**config.mk**
```make
export PLATFORM = sky130hd
export DESIGN_NAME = sram_1rw_arb_ctrl
export DESIGN_NICKNAME = d
export VERILOG_FILES = /design/src/rtl/sram_1rw_arb_ctrl.sv
export SDC_FILE = /design/constraint.sdc
export NUM_CORES = 1
export LEC_CHECK = 0
export CORE_UTILIZATION = 33
export CTS_CLUSTER_DIAMETER = 200
export DETAILED_ROUTE_END_ITERATION = 6
export GPL_TIMING_DRIVEN = 0
export PLACE_DENSITY = 0.91
export SYNTH_ARGS = -nofsm -noshare
export SYNTH_HDL_FRONTEND = slang
export SYNTH_SLANG_ARGS = --single-unit
```
**constraint.sdc**
```tcl
create_clock -name clk_i -period 2.7 [get_ports clk_i]
set_clock_uncertainty 0.05 [all_clocks]
set_input_delay 0.81 -clock clk_i [delete_from_list [all_inputs] [get_ports clk_i]]
set_output_delay 0.81 -clock clk_i [all_outputs]
set_load 0.02 [all_outputs]
```
**src/rtl/sram_1rw_arb_ctrl.sv**
```systemverilog
// Two-port round-robin front end for a 1RW SRAM macro.
// It zero-fills the macro after reset, then grants one core or DMA request per cycle.
module sram_1rw_arb_ctrl #(
  parameter int width_p          = 8,
  parameter int addr_width_p     = 10,
  parameter int clear_on_reset_p = 1
) (
  input  logic                         clk_i,
  input  logic                         reset_i,
  input  logic [1:0]                   v_i,
  input  logic [1:0]                   w_i,
  input  logic [1:0][addr_width_p-1:0] addr_i,
  input  logic [1:0][width_p-1:0]      data_i,
  output logic [1:0]                   ready_o,
  output logic [1:0]                   data_v_o,
  output logic [width_p-1:0]           data_o,
  output logic                         init_done_o,
  output logic                         mem_cen_o,
  output logic                         mem_gwen_o,
  output logic [width_p-1:0]           mem_wen_o,
  output logic [addr_width_p-1:0]      mem_a_o,
  output logic [width_p-1:0]           mem_d_o,
  input  logic [width_p-1:0]           mem_q_i
);

  typedef enum logic {S_CLEAR, S_RUN} state_t;

  state_t                  r_state;
  logic [addr_width_p-1:0] r_clr_cnt;
  logic                    r_init_done;
  logic                    r_ptr;
  logic [1:0]              r_data_v;

  logic       w_run;
  logic       w_clr;
  logic [1:0] w_gnt;
  logic       w_xfer;
  logic       w_sel;
  logic       w_wr;

  assign w_run = (r_state == S_RUN) & ~reset_i;
  assign w_clr = (r_state == S_CLEAR) & ~reset_i;

  // r_ptr names the port that wins when both are valid
  always_comb begin
    w_gnt = 2'b00;
    if (w_run) begin
      if (v_i == 2'b11) w_gnt = r_ptr ? 2'b10 : 2'b01;
      else              w_gnt = v_i;
    end
  end

  assign w_xfer = |w_gnt;
  assign w_sel  = w_gnt[1];
  assign w_wr   = w_i[w_sel];

  assign ready_o     = w_gnt;
  assign data_v_o    = r_data_v & {2{~reset_i}};
  assign data_o      = mem_q_i;
  assign init_done_o = r_init_done & ~reset_i;

  always_comb begin
    mem_cen_o  = 1'b1;
    mem_gwen_o = 1'b1;
    mem_wen_o  = '1;
    mem_a_o    = '0;
    mem_d_o    = '0;
    unique case (1'b1)
      w_clr: begin
        mem_cen_o  = 1'b0;
        mem_gwen_o = 1'b0;
        mem_wen_o  = '0;
        mem_a_o    = r_clr_cnt;
      end
      w_xfer: begin
        mem_cen_o = 1'b0;
        mem_a_o   = addr_i[w_sel];
        mem_d_o   = data_i[w_sel];
        if (w_wr) begin
          mem_gwen_o = 1'b0;
          mem_wen_o  = '0;
        end
      end
      default: ;
    endcase
  end

  always_ff @(posedge clk_i) begin
    if (reset_i) begin
      r_state     <= (clear_on_reset_p != 0) ? S_CLEAR : S_RUN;
      r_clr_cnt   <= '0;
      r_init_done <= (clear_on_reset_p == 0);
      r_ptr       <= 1'b0;
      r_data_v    <= 2'b00;
    end else begin
      r_data_v <= w_gnt & {2{~w_wr}};
      if (w_xfer) r_ptr <= ~w_sel;
      unique case (r_state)
        S_CLEAR: begin
          r_clr_cnt <= r_clr_cnt + 1'b1;
          if (&r_clr_cnt) begin
            r_state     <= S_RUN;
            r_init_done <= 1'b1;
          end
        end
        S_RUN: ;
        default: r_state <= S_CLEAR;
      endcase
    end
  end

endmodule

```
=== Word-level counts from Yosys, hierarchy flattened ===
Index checks and enable logic that the tools add are counted.
Widths: inputs -> output; s select.

* Register bits: 15

* $add $sub $neg: 1
* Order comparisons: 1
* Equality and inequality tests: 1
* Multiplexer cells: 18
* Bitwise logic cells: 9
* Reduce and logical (&&, ||, !) cells: 4

{| class="wikitable"
|+ Operator list
! cell !! number
|-
| $mux 8 || 4
|-
| $mux 10 || 2
|-
| $pmux 10 s2 || 1
|-
| $pmux 8 s2 || 1
|-
| $reduce_and 11->1 || 1
|-
| $add 10x1->10 const B || 1
|-
| $reduce_and 10->1 || 1
|-
| $mux 1 || 6
|-
| $mux 2 || 3
|-
| $and 2x2->2 || 2
|-
| $not 1->1 || 4
|-
| $and 1x1->1 || 3
|-
| $reduce_or 3->1 || 1
|-
| $eq 2x2->1 const B || 1
|-
| $lt 1x2->1 const B || 1
|-
| $pmux 1 s2 || 1
|-
| $reduce_or 2->1 || 1
|}

=== Depth between registers and ports, before layout ===
Gate-level depths: netlist of run 1.

* Depth in word-level cells: 7
* Gate-level depth with buffers: 5
* Mapped depth without buffers: 5

=== Worst setup path after synthesis of run 1 ===
No wires, ideal clock.

* Path kind: input port to output port
* From: input reset_i
* To: output mem_wen_o[0]
* Arrival time: 1.900 ns
* Data required time: 1.840 ns
* Setup slack: -0.060 ns
* Stages on the path: 5
* Cell sequence: and2b_1 > o21ai_2 > o21a_1 > a211o_1 > buf_4

* Word-level cells in the longest chain between the ends: 7

{| class="wikitable"
|+ Ends and longest elaborated chain
! element !! RTL line !! source
|-
| start, declared || 9 || <nowiki>input logic reset_i,</nowiki>
|-
| $not 1->1 (*) || 41, 42 ||
|-
| $and 1x1->1 || 41 || <nowiki>assign w_run = (r_state == S_RUN) & ~reset_i;</nowiki>
|-
| $mux 2 || 47 || <nowiki>if (w_run) begin</nowiki>
|-
| $mux 1 (not written as such) (2 in a row) || 55 || <nowiki>assign w_wr = w_i[w_sel];</nowiki>
|-
| $mux 8 || 79 || <nowiki>if (w_wr) begin</nowiki>
|-
| $pmux 8 s2 (*) || 68 || <nowiki>unique case (1'b1)</nowiki>
|-
| end, declared || 20 || <nowiki>output logic [width_p-1:0] mem_wen_o,</nowiki>
|}

Every way passes the cells marked *; elsewhere a longest branch is shown, timed or not. The select of a mux whose other input is x is not followed.

=== Worst setup path in the final report of run 1 ===
* From: input reset_i
* To: output mem_wen_o[3]

The elaborated chain is that of the path after synthesis.

==> results of run 1 <==
## state kept, by name (all words and copies together) (netlist names)
register / count
r_clr_cnt: 10
r_data_v: 2
r_init_done: 1
r_ptr: 1
r_state: 1
## cell usage in the layout (no fill, tap or decap), types with 4 or more instances in the layout
| cell type | instances |
|---|---|
| buf_6 | 26 |
| mux2i_1 | 19 |
| clkdlybuf4s50_1 | 46 |
| clkbuf_4 | 4 |
| dfxtp_1 | 15 |
| nand2_1 | 14 |
| buf_2 | 9 |
| o21ai_1 | 4 |
| o21ai_0 | 7 |
| xnor2_1 | 5 |
| buf_4 | 24 |
| nor2b_1 | 4 |
| nor2_1 | 19 |
## layout make-up
type	count	area [µm²]	area share
inverters	3	16.27	0.007230
repair buffers	93	888.4	0.3949
flip-flops and latches	15	300.3	0.1335
multi-input cells	104	744.5	0.3309
plain buffers	23	216.5	0.09622
clock buffers	4	26.28	0.01168
well taps	46	57.56	0.02558
## Yosys cell counts, drive strengths merged
| library cell | count | area share |
|---|---|---|
| ha | 1 | 0.011 |
| nand4b | 1 | 0.013 |
| o41ai | 1 | 0.0075 |
| o21a | 1 | 0.0065 |
| nand2b | 2 | 0.011 |
| inv | 3 | 0.0097 |
| nor3 | 5 | 0.030 |
| a21oi | 2 | 0.0086 |
| and2b | 1 | 0.0065 |
| nor2b | 4 | 0.022 |
| and3 | 1 | 0.0054 |
| dfxtp | 15 | 0.26 |
| nand2 | 14 | 0.045 |
| a211oi | 1 | 0.0065 |
| xor2 | 2 | 0.015 |
| nor2 | 21 | 0.068 |
| mux2i | 19 | 0.16 |
| nand3 | 2 | 0.0086 |
| nand3b | 1 | 0.0065 |
| or3 | 1 | 0.0054 |
| xnor2 | 5 | 0.038 |
| a21o | 1 | 0.0065 |
| o211ai | 1 | 0.011 |
| o22ai | 1 | 0.0054 |
| o21ai | 13 | 0.063 |
| buf | 23 | 0.15 |
| a211o | 1 | 0.0075 |
| a311oi | 1 | 0.0075 |
## stage by stage
| stage | instances | util | setup slack [ns] | hold WS, ns | total power [µW] |
|---|---|---|---|---|---|
| 2_1_floorplan | 144 | - | 0.01121 | 0.4214 | 310.7 |
| 3_3_place_gp | 272 | 0.6090 | -0.9378 | 0.4404 | 407.6 |
| 3_5_place_dp | 272 | 0.6090 | -0.9445 | 0.4561 | 412.7 |
| 4_1_cts | 284 | 0.6451 | -0.1759 | 0.4721 | 553.1 |
| 5_1_grt | 288 | 0.6689 | -0.2312 | 0.5295 | 588.1 |
| 6_report | 288 | 0.6689 | -0.2056 | 0.4692 | 564.1 |
## final timing paths
check	slack [ns]	startpoint	end	depth (start not counted)
setup / recovery	-0.21	reset_i	mem_wen_o[3]	7
hold reg to reg	0.47	r_clr_cnt[5]	r_clr_cnt[5]	2
hold / removal	0.47	r_clr_cnt[5]	r_clr_cnt[5]	2
setup reg to reg	1.32	r_clr_cnt[0]	r_clr_cnt[4]	5
## kinds of logic after synthesis
family / Yosys count / synth area share
AO/OA/AOI/OAI: 23 / 0.1293
XOR/XNOR: 7 / 0.05280
adder cells (fa/ha/maj): 1 / 0.01077
buffers and inverters: 26 / 0.1638
flip-flops: 15 / 0.2586
multiplexers: 19 / 0.1638
AND/OR/NAND/NOR: 53 / 0.2209
## tightest hold or removal path, cell delays in order (launching register included)
cell and delay, ns:
dfxtp_1 0.34, o21ai_0 0.08, a21oi_1 0.06
## layer usage
metal | vias up | share of wire | wire (µm) | track usage
met1 | 646 | 0.38 | 1504 | 0.2261
met3 | 10 | 0.060 | 238 | 0.05672
met5 | - | 0 | 0 | 0
met4 | 0 | 0.020 | 81 | 0.07468
met2 | 49 | 0.54 | 2138 | 0.3960
li1 | 678 | - | - | -
## power breakdown
| group | switching (µW) | leakage [µW] | internal (µW) | total [µW] |
|---|---|---|---|---|
| clock network | 74.1 | 0.0000150 | 57.6 | 132 |
| logic | 76.1 | 0.000953 | 126 | 202 |
| registers | 5.73 | 0.000121 | 225 | 231 |
## what timing repair did
item / CTS / global route
pin swaps: 4 / 4
setup endpoints to repair: 33 / 27
cloned: 3 / 0
setup buffers: 5 / 4
gates resized for setup: 187 / 23
==> flow_summary.toml, run 1 <==
[drt]
drcViolationCount = 0
drt-initial-drc-count = 43
vias = 1383
wl_per_cell_um = 13.76
drtPass1Iterations = 4
viasPerCell = 4.802
routed_wl_mm = 3.963
ant_nets = 0

[timing]
slew_viol_final = 0
setup_viol = 18
fin_ws_ns = -0.2056
tightest_slew_ns = 0.3543
fmax_mhz = 344.2
fin_crit_ns = 2.906
min_period_over_period = 1.076
relSlewSlack = 0.7636
rsz0062_at_grt = "yes"
hold_viol = 0
tns_ns = -2.314

[run_status]
status = "finished with violations"
failed_checks = "negative setup slack"

[grt]
overflow = 0
grt_first_pass_wirelength_mm = 5.706
track_usage = 0.2113
antenna_found_initial = 0
grt_pass1_vias = 1236
grt_max_degree = 11

[placed_design]
portBuffers = 82
place_area_um2 = 2048
place_congestion = 0.7432
hpwl_mm = 2.610

[yosys]
ys_seq_elements = 15
yosysWarnings = 0
avgSynthCellArea_um2 = 8.063
syn-cell-area_um2 = 1161
seq_area_frac_synth = 0.2586
netlist_instances = 144
synth_nets = 195
synthDistinctLibCells = 33

[layout]
drive_gt1_frac = 0.3430
syn_to_final_growth_pct = 93.75
antennaDiodeCount = 0
finalNetCount = 294
fin_area_um2 = 2250
n_fill_cell = 284

[die]
dieArea_um2 = 3760
num_io_pins = 91
fp.dieH_um = 61.32
die_x_um = 61.32
rows = 21
start_util = 0.3452
fp.coreArea_um2 = 3363

[setup_path]
cp.arrival_ns = 2.05
path_buf_inv = 4
cp_cell_sequence = "buf_6 -> and2b_2 -> o211ai_4 -> buf_6 -> a211o_4 -> buf_6 -> buf_6"
crit_required_ns = 1.84
critPathKind = "in2out"
worst_setup_path_start_kind = "input port"
worst_path_dominant_cell_family = "buffers and inverters"
cp_common_cell = "buf_6"
slowest_stage = "a211o_4"
crit_fanout = 6
slowest_delay_ns = 0.36
end_kind = "primary output"

[min_path]
hold_class = "reg2reg"

[cts]
holdBufCountCts = 0
numCtsBuffers = 3
clockBufferDepth = 2
root_buffer = "clkbuf_4"
clk_latency_ns = 0.29
clkSinkCount = 15
h-tree-depth = 1
cts.clk_slew.worst_paths_ns = 0.09
cts_tree = "done"

[power]
ir_drop_v = 0.0002508
power_density_nw_per_um2 = 250.7
p_leak_uw = 0.001089

[run]
maxCapViolCount = 0
(Power assumes the default switching activity.)
==> run 2, diff against run 1 <==
Settings changed: SLEW_MARGIN from default to 40.
Clock period 2.7 ns to 2.9 ns, I/O delays scaled along.
==> run 2 against run 1 <==
Compared with the run above:
- the run still ends with negative setup slack left
- first-iteration DRC count fell by 51%
- clock power fell by 5%
- global-route usage fell by 1.2 points
- highest routed layer unchanged
==> flow_summary.toml, run 2 (same netlist as run 1, synthesis figures left out) <==
[run]
maxCapViolCount = 0

[layout]
syn_to_final_growth_pct = 87.93
top_register = "r_clr_cnt"
fin_util = 0.6488
final_common_cell = "clkdlybuf4s50_1"
antennaDiodeCount = 0
instances_no_fill = 281
drive_gt1_frac = 0.3021
reg_top3 = "r_clr_cnt (10), r_data_v (2)"
finalNetCount = 287
largest_reg_flops = 10
final_cell_mix = "48 x clkdlybuf4s50_1, 25 x buf_6, 19 x nor2_1"
fin_area_um2 = 2182

[run_status]
failed_checks = "negative setup slack"
status = "finished with violations"

[timing]
fin_ws_ns = -0.1404
tightest_slew_ns = 0.3686
setup_viol = 14
holdWs_ns = 0.4782
slew_viol_final = 0
fmax_mhz = 328.9
fin_crit_ns = 3.040
tns_ns = -1.100
relSlewSlack = 0.7540
rsz0062_at_grt = "yes"
hold_viol = 0
min_period_over_period = 1.048

[grt]
track_usage = 0.1994
grt_use_met2 = 0.3898
grt_max_degree = 11
grt_pass1_vias = 1305
antenna_found_initial = 0
met3_usage = 0.04832
busiest_layer = "met2"
grt_first_pass_wirelength_mm = 5.499
overflow = 0
grt_use_met1 = 0.2080

[drt]
ant_nets = 0
wl_per_cell_um = 13.45
drtPass1Iterations = 5
viasPerCell = 4.740
drcViolationCount = 0
routed_wl_mm = 3.779
vias = 1332
drt-initial-drc-count = 21

[placed_design]
place_area_um2 = 2039
hpwl_mm = 2.563
place_inst = 272
place_congestion = 0.7822
portBuffers = 82

[min_path]
hold_class = "reg2reg"
hold_path.startpoint = "r_clr_cnt[5]"
holdPathEnd = "r_clr_cnt[5]"
whs_path_depth = 2

[setup_path]
rr_worst_depth = 5
setup.reg_to_reg.worst_slack_ns = 1.55
path_buf_inv = 4
slowest_delay_ns = 0.31
crit_fanout = 5
cp_cell_sequence = "buf_6 -> and2b_2 -> o21ai_4 -> buf_6 -> o21a_4 -> a211o_4 -> buf_6 -> buf_6"
critPathKind = "in2out"
worst_setup_path_start_kind = "input port"
end_kind = "primary output"
cp.arrival_ns = 2.12
slowest_stage = "a211o_4"
r2r_end = "r_clr_cnt[4]"
r2r-start = "r_clr_cnt[0]"
crit_required_ns = 1.98
cp_common_cell = "buf_6"
worst_path_dominant_cell_family = "compound AO/OA/AOI/OAI gates"

[die]
die_x_um = 61.32
rows = 21
num_io_pins = 91
start_util = 0.3452
dieArea_um2 = 3760
fp.dieH_um = 61.32
fp.coreArea_um2 = 3363

[power]
power_density_nw_per_um2 = 237.0
combPwrFrac = 0.342
intPower_uw = 373.4
pwr-share-seq = 0.415
power_switching_uw = 143.8
ir_drop_v = 0.0001124
power_frac_clock = 0.243
switching_share = 0.2781
p_leak_uw = 0.001026

[cts]
numCtsBuffers = 3
holdBufCountCts = 0
clkSinkCount = 15
cts_tree = "done"
clk_latency_ns = 0.29
clockBufferDepth = 2
root_buffer = "clkbuf_4"
cts.clk_slew.worst_paths_ns = 0.09
h-tree-depth = 1
## run 2: how the worst max path moves through the flow
stage               slack [ns]      endpoint  cells after the start     from
CTS                      -0.11  mem_wen_o[6]                      8  reset_i
floorplan                 0.02  mem_wen_o[0]                      5  reset_i
detailed placement       -0.97  mem_wen_o[2]                      7   v_i[0]
finish                   -0.14  mem_wen_o[6]                      8  reset_i
global placement         -0.94  mem_wen_o[3]                      7   v_i[0]
global route             -0.17  mem_wen_o[6]                      8  reset_i
## run 2: what timing repair did
item	4_1_cts	5_1_grt
hold endpoints to repair	0	0
buffers inserted	2	1
gates resized for setup	155	17
gates cloned	3	0
pin swaps	5	2
setup endpoints to repair	33	27
## run 2: layout make-up
cell class	count	area, µm²
buffer	23	212.7
clock buffer	4	26.28
fill	309	1181
inverter	3	11.26
multi-input combinational	104	748.2
sequential	15	300.3
tap	46	57.56
timing repair buffer	86	825.8
## run 2: per-stage QoR
stage	power (µW)	worst slack, ns
floorplan	288.4	0.02045
global placement	378.6	-0.9407
detailed placement	382.9	-0.9678
CTS	513.2	-0.1130
global route	537.3	-0.1696
finish	517.2	-0.1404
## run 2: layer usage
| layer | vias to the layer above | part of all wire |
|---|---|---|
| met5 | - | 0 |
| met4 | 0 | 0.012 |
| met3 | 5 | 0.092 |
| met2 | 64 | 0.53 |
| met1 | 606 | 0.36 |
| li1 | 657 | - |
## run 2: worst reg2reg max path, cell delays in order, from the launching register on
cell and delay (ns):
dfxtp_1 0.42, ha_1 0.21, nor2b_1 0.20, and3_1 0.20, xnor2_1 0.12, nor2_1 0.05
## run 2: power groups by stage
stage | registers, µW | logic, µW | clock network, µW
global placement | 219 | 159 | 0
global route | 216 | 188 | 133
floorplan | 218 | 70.3 | 0
detailed placement | 220 | 163 | 0
CTS | 215 | 174 | 125
finish | 215 | 177 | 126
